File: src/rtl/ifid_pkg.sv
// Shared widths, packet type and state encoding for the fetch-to-decode buffer.
// NOP_INSTR is what decode sees whenever no packet is held.
package ifid_pkg;
    localparam int PC_W    = 64;
    localparam int INSTR_W = 32;
    localparam int CNT_W   = 32;

    localparam logic [INSTR_W-1:0] NOP_INSTR = 32'hD503201F;

    typedef struct packed {
        logic [PC_W-1:0]    pc;
        logic [INSTR_W-1:0] instr;
    } fetch_pkt_t;

    typedef enum logic [1:0] {EMPTY, ONE, FULL} ifid_state_t;
endpackage

File: src/rtl/ifid_if.sv
// Fetch-side and decode-side handshake bundle of the IF/ID buffer.
// slave = the buffer itself, master = fetch/decode environment.
interface ifid_if;
    import ifid_pkg::*;

    logic               in_valid;
    logic               in_ready;
    logic [PC_W-1:0]    pc_in;
    logic [INSTR_W-1:0] instr_in;
    logic               out_valid;
    logic               out_ready;
    logic [PC_W-1:0]    pc_out;
    logic [PC_W-1:0]    pc_plus4_out;
    logic [INSTR_W-1:0] instr_out;

    modport slave (
        input  in_valid, pc_in, instr_in, out_ready,
        output in_ready, out_valid, pc_out, pc_plus4_out, instr_out
    );

    modport master (
        output in_valid, pc_in, instr_in, out_ready,
        input  in_ready, out_valid, pc_out, pc_plus4_out, instr_out
    );
endinterface

File: src/rtl/ifid_slot.sv
// One fetch packet register with load enable; sync active-low clear to zero.
// Latency 1 cycle from load to q; no flow control of its own.
module ifid_slot
    import ifid_pkg::*;
(
    input  logic       clk,
    input  logic       reset,
    input  logic       ld,
    input  fetch_pkt_t d,
    output fetch_pkt_t q
);
    always_ff @(posedge clk) begin
        if (!reset)
            q <= '0;
        else if (ld)
            q <= d;
    end
endmodule

File: src/rtl/if_id_buffer.sv
// IF/ID stage: 2-entry skid buffer of {pc, instr}, 1-cycle latency, registered in_ready
// (low only when both slots held); flush empties it. Optional perf counters: IFID_PERF_CNT_EN.
module if_id_buffer
    import ifid_pkg::*;
(
    input  logic    clk,
    input  logic    reset,
    input  logic    flush,
    ifid_if.slave   bus
`ifdef IFID_PERF_CNT_EN
    ,
    output logic [CNT_W-1:0] stall_cnt,
    output logic [CNT_W-1:0] flush_cnt
`endif
);
    ifid_state_t state, state_d;
    logic        in_ready_q;
    logic        out_valid;
    logic        push, pop;
    logic        main_ld, skid_ld;
    fetch_pkt_t  in_pkt, main_d, main_q, skid_q;

    assign in_pkt.pc    = bus.pc_in;
    assign in_pkt.instr = bus.instr_in;
    assign out_valid    = (state != EMPTY);

    always_comb begin
        push    = bus.in_valid & in_ready_q;
        pop     = out_valid & bus.out_ready;
        main_ld = 1'b0;
        skid_ld = 1'b0;
        main_d  = in_pkt;
        state_d = state;
        // Flush loads nothing so pc_out keeps the last held value.
        if (flush) begin
            state_d = EMPTY;
        end else begin
            case (state)
                EMPTY: if (push) begin
                    main_ld = 1'b1;
                    state_d = ONE;
                end
                ONE: if (push && pop) begin
                    main_ld = 1'b1;
                end else if (push) begin
                    skid_ld = 1'b1;
                    state_d = FULL;
                end else if (pop) begin
                    state_d = EMPTY;
                end
                FULL: if (pop) begin
                    main_ld = 1'b1;
                    main_d  = skid_q;
                    state_d = ONE;
                end
                default: state_d = EMPTY;
            endcase
        end
    end

    always_ff @(posedge clk) begin
        if (!reset) begin
            state      <= EMPTY;
            in_ready_q <= 1'b1;
        end else begin
            state      <= state_d;
            in_ready_q <= (state_d != FULL);
        end
    end

    ifid_slot u_main (.clk(clk), .reset(reset), .ld(main_ld), .d(main_d), .q(main_q));
    ifid_slot u_skid (.clk(clk), .reset(reset), .ld(skid_ld), .d(in_pkt), .q(skid_q));

    assign bus.in_ready     = in_ready_q;
    assign bus.out_valid    = out_valid;
    assign bus.pc_out       = main_q.pc;
    assign bus.pc_plus4_out = main_q.pc + PC_W'(4);
    assign bus.instr_out    = out_valid ? main_q.instr : NOP_INSTR;

`ifdef IFID_PERF_CNT_EN
    always_ff @(posedge clk) begin
        if (!reset) begin
            stall_cnt <= '0;
            flush_cnt <= '0;
        end else begin
            if (out_valid && !bus.out_ready && (stall_cnt != '1))
                stall_cnt <= stall_cnt + CNT_W'(1);
            if (flush && out_valid && (flush_cnt != '1))
                flush_cnt <= flush_cnt + CNT_W'(1);
        end
    end
`endif
endmodule

File: src/flat_wrapper.sv
// flat-port wrapper written by rule: the top's interface ports become plain ports
module if_id_buffer_flat import ifid_pkg::*;
  (clk, reset, flush, bus_in_valid, bus_pc_in, bus_instr_in, bus_out_ready, bus_in_ready, bus_out_valid, bus_pc_out, bus_pc_plus4_out, bus_instr_out);
  ifid_if bus_i ();
  input  logic clk;
  input  logic reset;
  input  logic flush;
  input wire logic [$bits(bus_i.in_valid)-1:0] bus_in_valid;
  input wire logic [$bits(bus_i.pc_in)-1:0] bus_pc_in;
  input wire logic [$bits(bus_i.instr_in)-1:0] bus_instr_in;
  input wire logic [$bits(bus_i.out_ready)-1:0] bus_out_ready;
  output wire logic [$bits(bus_i.in_ready)-1:0] bus_in_ready;
  output wire logic [$bits(bus_i.out_valid)-1:0] bus_out_valid;
  output wire logic [$bits(bus_i.pc_out)-1:0] bus_pc_out;
  output wire logic [$bits(bus_i.pc_plus4_out)-1:0] bus_pc_plus4_out;
  output wire logic [$bits(bus_i.instr_out)-1:0] bus_instr_out;
  assign bus_i.in_valid = bus_in_valid;
  assign bus_i.pc_in = bus_pc_in;
  assign bus_i.instr_in = bus_instr_in;
  assign bus_i.out_ready = bus_out_ready;
  assign bus_in_ready = bus_i.in_ready;
  assign bus_out_valid = bus_i.out_valid;
  assign bus_pc_out = bus_i.pc_out;
  assign bus_pc_plus4_out = bus_i.pc_plus4_out;
  assign bus_instr_out = bus_i.instr_out;
  if_id_buffer u_core (.clk(clk), .reset(reset), .flush(flush), .bus(bus_i));
endmodule
File: config.mk
export PLATFORM = sky130hd
export DESIGN_NAME = if_id_buffer_flat
export DESIGN_NICKNAME = d
export VERILOG_FILES = /design/src/rtl/ifid_pkg.sv /design/src/rtl/ifid_if.sv /design/src/rtl/ifid_slot.sv /design/src/rtl/if_id_buffer.sv /design/src/flat_wrapper.sv
export SDC_FILE = /design/constraint.sdc
export NUM_CORES = 1
export LEC_CHECK = 0
export BUFFER_PORTS_ARGS = -buffer_cell sky130_fd_sc_hd__buf_2
export CORE_ASPECT_RATIO = 1.5
export CORE_MARGIN = 1.5
export CORE_UTILIZATION = 29
export CTS_CLUSTER_SIZE = 8
export DETAILED_ROUTE_END_ITERATION = 8
export PLACE_DENSITY = 0.48
export SYNTH_ARGS = -nofsm -noshare
export SYNTH_HDL_FRONTEND = slang
export SYNTH_HIERARCHICAL = 1
export SYNTH_SLANG_ARGS = --single-unit
File: constraint.sdc
create_clock -name clk -period 2.1 [get_ports clk]
set_input_delay 0.42 -clock clk [delete_from_list [all_inputs] [get_ports clk]]
set_output_delay 0.42 -clock clk [all_outputs]
set_load 0.1 [all_outputs]
==> impl_metrics.csv <==
group,metric,value,unit
setup_path,critPathBufInv,4,
layout,multi_input_area,7630,um2
pwr,clkPwrFrac,0.331,
synthesis,synth_seq_cells,195,
sta,setup-violations-final,58,
clock_tree,cts_buffer_depth,2,
place,place_area,15900,um2
synthesis,async_flop_share,0,
setup_path,slowest_delay,0.43,ns
place,portBuffers,262,
layout,fill_cells,3250,
synthesis,ys_types,46,
pwr,leakage,6.83,nW
setup_path,reg2reg_from,"u_core/state[0]",
setup_path,critPathCaptureType,"output port",
setup_path,crit_end,"bus_pc_plus4_out[52]",
detailed_routing,ant_nets,0,
setup_path,cpMaxStageDelayCell,"or3b_4",
layout,nets,1476,
detailed_routing,avgViaCountPerCell,4.44,
sta,hold_viol,0,
setup_path,cp.depth,10,
global_route,grt_pass1_vias,8549,
setup_path,r2r-end,"u_core/u_main/q[41]",
sta,slew_violations,0,
synthesis,syn_nets,1085,
pwr,switching_share,0.352,
sta,holdWs,0.238,ns
detailed_routing,firstDrtPassIters,4,
die,num_rows,84,
die,die_w,156,um
pwr,power,9.68,mW
detailed_routing,drcViolationCount,0,
clock_tree,cts-root-buf,"clkbuf_16",
setup_path,path_class,"register to output port",
detailed_routing,vias,8263,
layout,finalInstanceArea,17200,um2
place,gp_congestion,0.783,
clock_tree,htree_levels,4,
sta,maxSlewHeadroom,0.582,
global_route,antenna_found_initial,3,
detailed_routing,drt-initial-drc-count,208,
pwr,intPower,6.27,mW
setup_path,regToRegSetupSlack,0.25,ns
pwr,p_seq_frac,0.398,
die,io_pins,263,
synthesis,syn_avg_cell_area,10.4,um2
run_status,violations,"setup timing",
die,start_util,0.294,
worst_hold_path,hold_class,"primary input to register",
layout,layout_commonest_cell,"mux2i_1",
setup_path,cp_data_required_time,1.68,ns
synthesis,yosysSeqAreaShare,0.381,
setup_path,critPathArrivalTime,2.54,ns
setup_path,path_cells,"buf_12 -> ha_4 -> nand3_4 -> buf_6 -> nor3_4 -> nand4_1 -> buf_6 -> or3b_4 -> xnor2_4 -> buf_12",
clock_tree,clk_pin_slew,0.08,ns
sta,finClkSkew,0.00992,ns
flow_run,max_cap_viol_count,0,
layout,seqCellArea,4120,um2
clock_tree,clkSinkCount,195,
sta,layout_worst_path_cycle_share,1.41,
sta,tns,-35.70,ns
place,hpwl,24200,um
sta,min_period,2.96,ns
global_route,grt_max_degree,73,
pwr,vdd_ir_drop_max,501,uV
die,die_area,36500,um2
synthesis,syn_area,10200,um2
die,coreArea,34900,um2
die,die_h,233,um
sta,rsz0062_at_grt,"yes",
pwr,p_per_area,562,nW/um2
layout,drive_above_1_share,0.570,
layout,final_cell_mix,"mux2i_1, nor2b_1, buf_2",
setup_path,startpoint_type,"register",
place,post-place-ws,-0.497,ns
setup_path,critPathTopFamily,"simple AND/OR/NAND/NOR gates",
pwr,combPwrFrac,0.271,
synthesis,synth_edf_count,0,
sta,fin_ws,-0.858,ns
clock_tree,worstSkewPairLatency,0.45,ns
synthesis,ys_warn_count,6,
setup_path,worstSetupStartpoint,"u_core/u_main/q[34]",
layout,syn2layout_area_growth,68.2,%
detailed_routing,finalWirelength,31900,um
sta,fmax,338,MHz
clock_tree,numCtsBuffers,17,
detailed_routing,routedWlPerCell,17.1,um
pwr,netSwitchingPower,3.40,mW
synthesis,synth_cells,983,
global_route,grt_util_all_layers,0.179,
synthesis,synth_top_flop_cell,"dfxtp_1",
sta,tightest_slew,0.626,ns
clock_tree,cts_tree,"yes",
setup_path,cp_max_fo,3,
global_route,grt_pass1_wl,49200,um
run_status,status,"complete, but fails checks",
global_route,overflow,0,
setup_path,r2r.worst_path.cells,5,
through the flow:
| step | utilization | instances |
|---|---|---|
| 6_report | 0.494 | 1861 |
| 3_3_place_gp | 0.456 | 1800 |
| 3_5_place_dp | 0.456 | 1800 |
| 4_1_cts | 0.486 | 1845 |
| 2_1_floorplan | - | 983 |
| 5_1_grt | 0.494 | 1860 |
cell families (layout without fill, tap and decap cells):
kind of cell	Yosys count	in the layout	synth area share
and+or+nand+nor	364	364	0.221
muxes	290	290	0.295
DFF	195	195	0.381
buffers and inverters	70	474	0.0475
xor gates and xnor gates	60	60	0.0520
AOI/OAI and AO/OA	3	3	0.00195
adders and majority gates	1	1	0.00122
other	0	1	0
power by group through the flow:
stage	Sequential [mW]	Clock [mW]	Combinational, mW
after floorplan	4.47	0	1.28
after global placement	3.93	0	2.58
after detailed placement	3.94	0	2.59
after CTS	3.85	3.34	2.64
after global routing	3.86	3.48	2.74
final	3.85	3.20	2.62
worst min path at each step:
stage	start	cells past startpoint	to	slack (ns)
5_1_grt	bus_pc_in[39]	3	u_core/u_skid/q[71]	0.22
3_3_place_gp	u_core/u_skid/q[79]	2	u_core/u_skid/q[79]	0.49
6_report	bus_pc_in[39]	3	u_core/u_skid/q[71]	0.24
4_1_cts	bus_instr_in[21]	3	u_core/u_skid/q[21]	0.21
3_5_place_dp	u_core/u_main/q[28]	2	u_core/u_main/q[28]	0.50
2_1_floorplan	u_core/u_main/q[10]	2	u_core/u_main/q[10]	0.47
cells in the mapped netlist, types with 2 or more instances:
library cell / count / share of area
nor2b_1: 211 / 0.13
dfxtp_1: 195 / 0.38
mux2i_1: 194 / 0.19
mux2_2: 96 / 0.11
xnor2_1: 42 / 0.036
nand2_1: 24 / 0.0088
clkbuf_1: 23 / 0.0084
nand3_1: 23 / 0.011
nor2_1: 20 / 0.0073
xor2_1: 17 / 0.015
buf_4: 15 / 0.011
or2_2: 15 / 0.0092
nand4_1: 14 / 0.0085
and3_1: 10 / 0.0061
buf_2: 10 / 0.0049
inv_1: 10 / 0.0037
buf_12: 8 / 0.016
nor3_1: 7 / 0.0034
nor4_1: 7 / 0.0043
nand3_2: 4 / 0.0039
and4_1: 3 / 0.0026
nor3_2: 3 / 0.0029
or3_1: 3 / 0.0018
and3_2: 2 / 0.0015
buf_8: 2 / 0.0029
clkbuf_2: 2 / 0.00098
nor4_4: 2 / 0.0042
or3_4: 2 / 0.0022
or3b_1: 2 / 0.0017
registers in the layout (all words and copies together), names as in the netlist:
register             flops
u_core/u_main/q         96
u_core/u_skid/q         96
u_core/bus.in_ready      1
u_core/state             2
per-layer routing:
| layer | global-route usage | up-vias | wire length, um |
|---|---|---|---|
| met5 | 0 | - | 13 |
| met4 | 0.0536 | 2 | 570 |
| met3 | 0.0440 | 26 | 1530 |
| met2 | 0.334 | 170 | 17400 |
| met1 | 0.197 | 3917 | 12300 |
| li1 | - | 4148 | - |
repair_timing:
item | CTS | global route
endpoints found under the hold margin | 0 | 0
gates resized for setup | 85 | 37
setup buffers | 14 | 20
cloned | 1 | 0
hold buffers | 0 | 0
endpoints found under the setup margin | 91 | 73
pin swaps | 58 | 41
worst reg2reg max path: cells and delay by family (launching register included):
kind | cells | cell delay (ns)
buffers and inverters | 1 | 0.41
flip-flops | 1 | 0.38
multiplexers | 2 | 0.54
AND/OR/NAND/NOR | 2 | 0.42
final cells by class:
type	instances	area share
Multi-Input combinational cell	718	0.443
Timing Repair Buffer	432	0.249
Sequential cell	195	0.239
Tap cell	473	0.0344
Clock buffer	18	0.0249
Clock inverter	14	0.00697
Inverter	10	0.00218
Antenna cell	1	0.000145
Note: power is estimated with default switching activity, not from simulation.
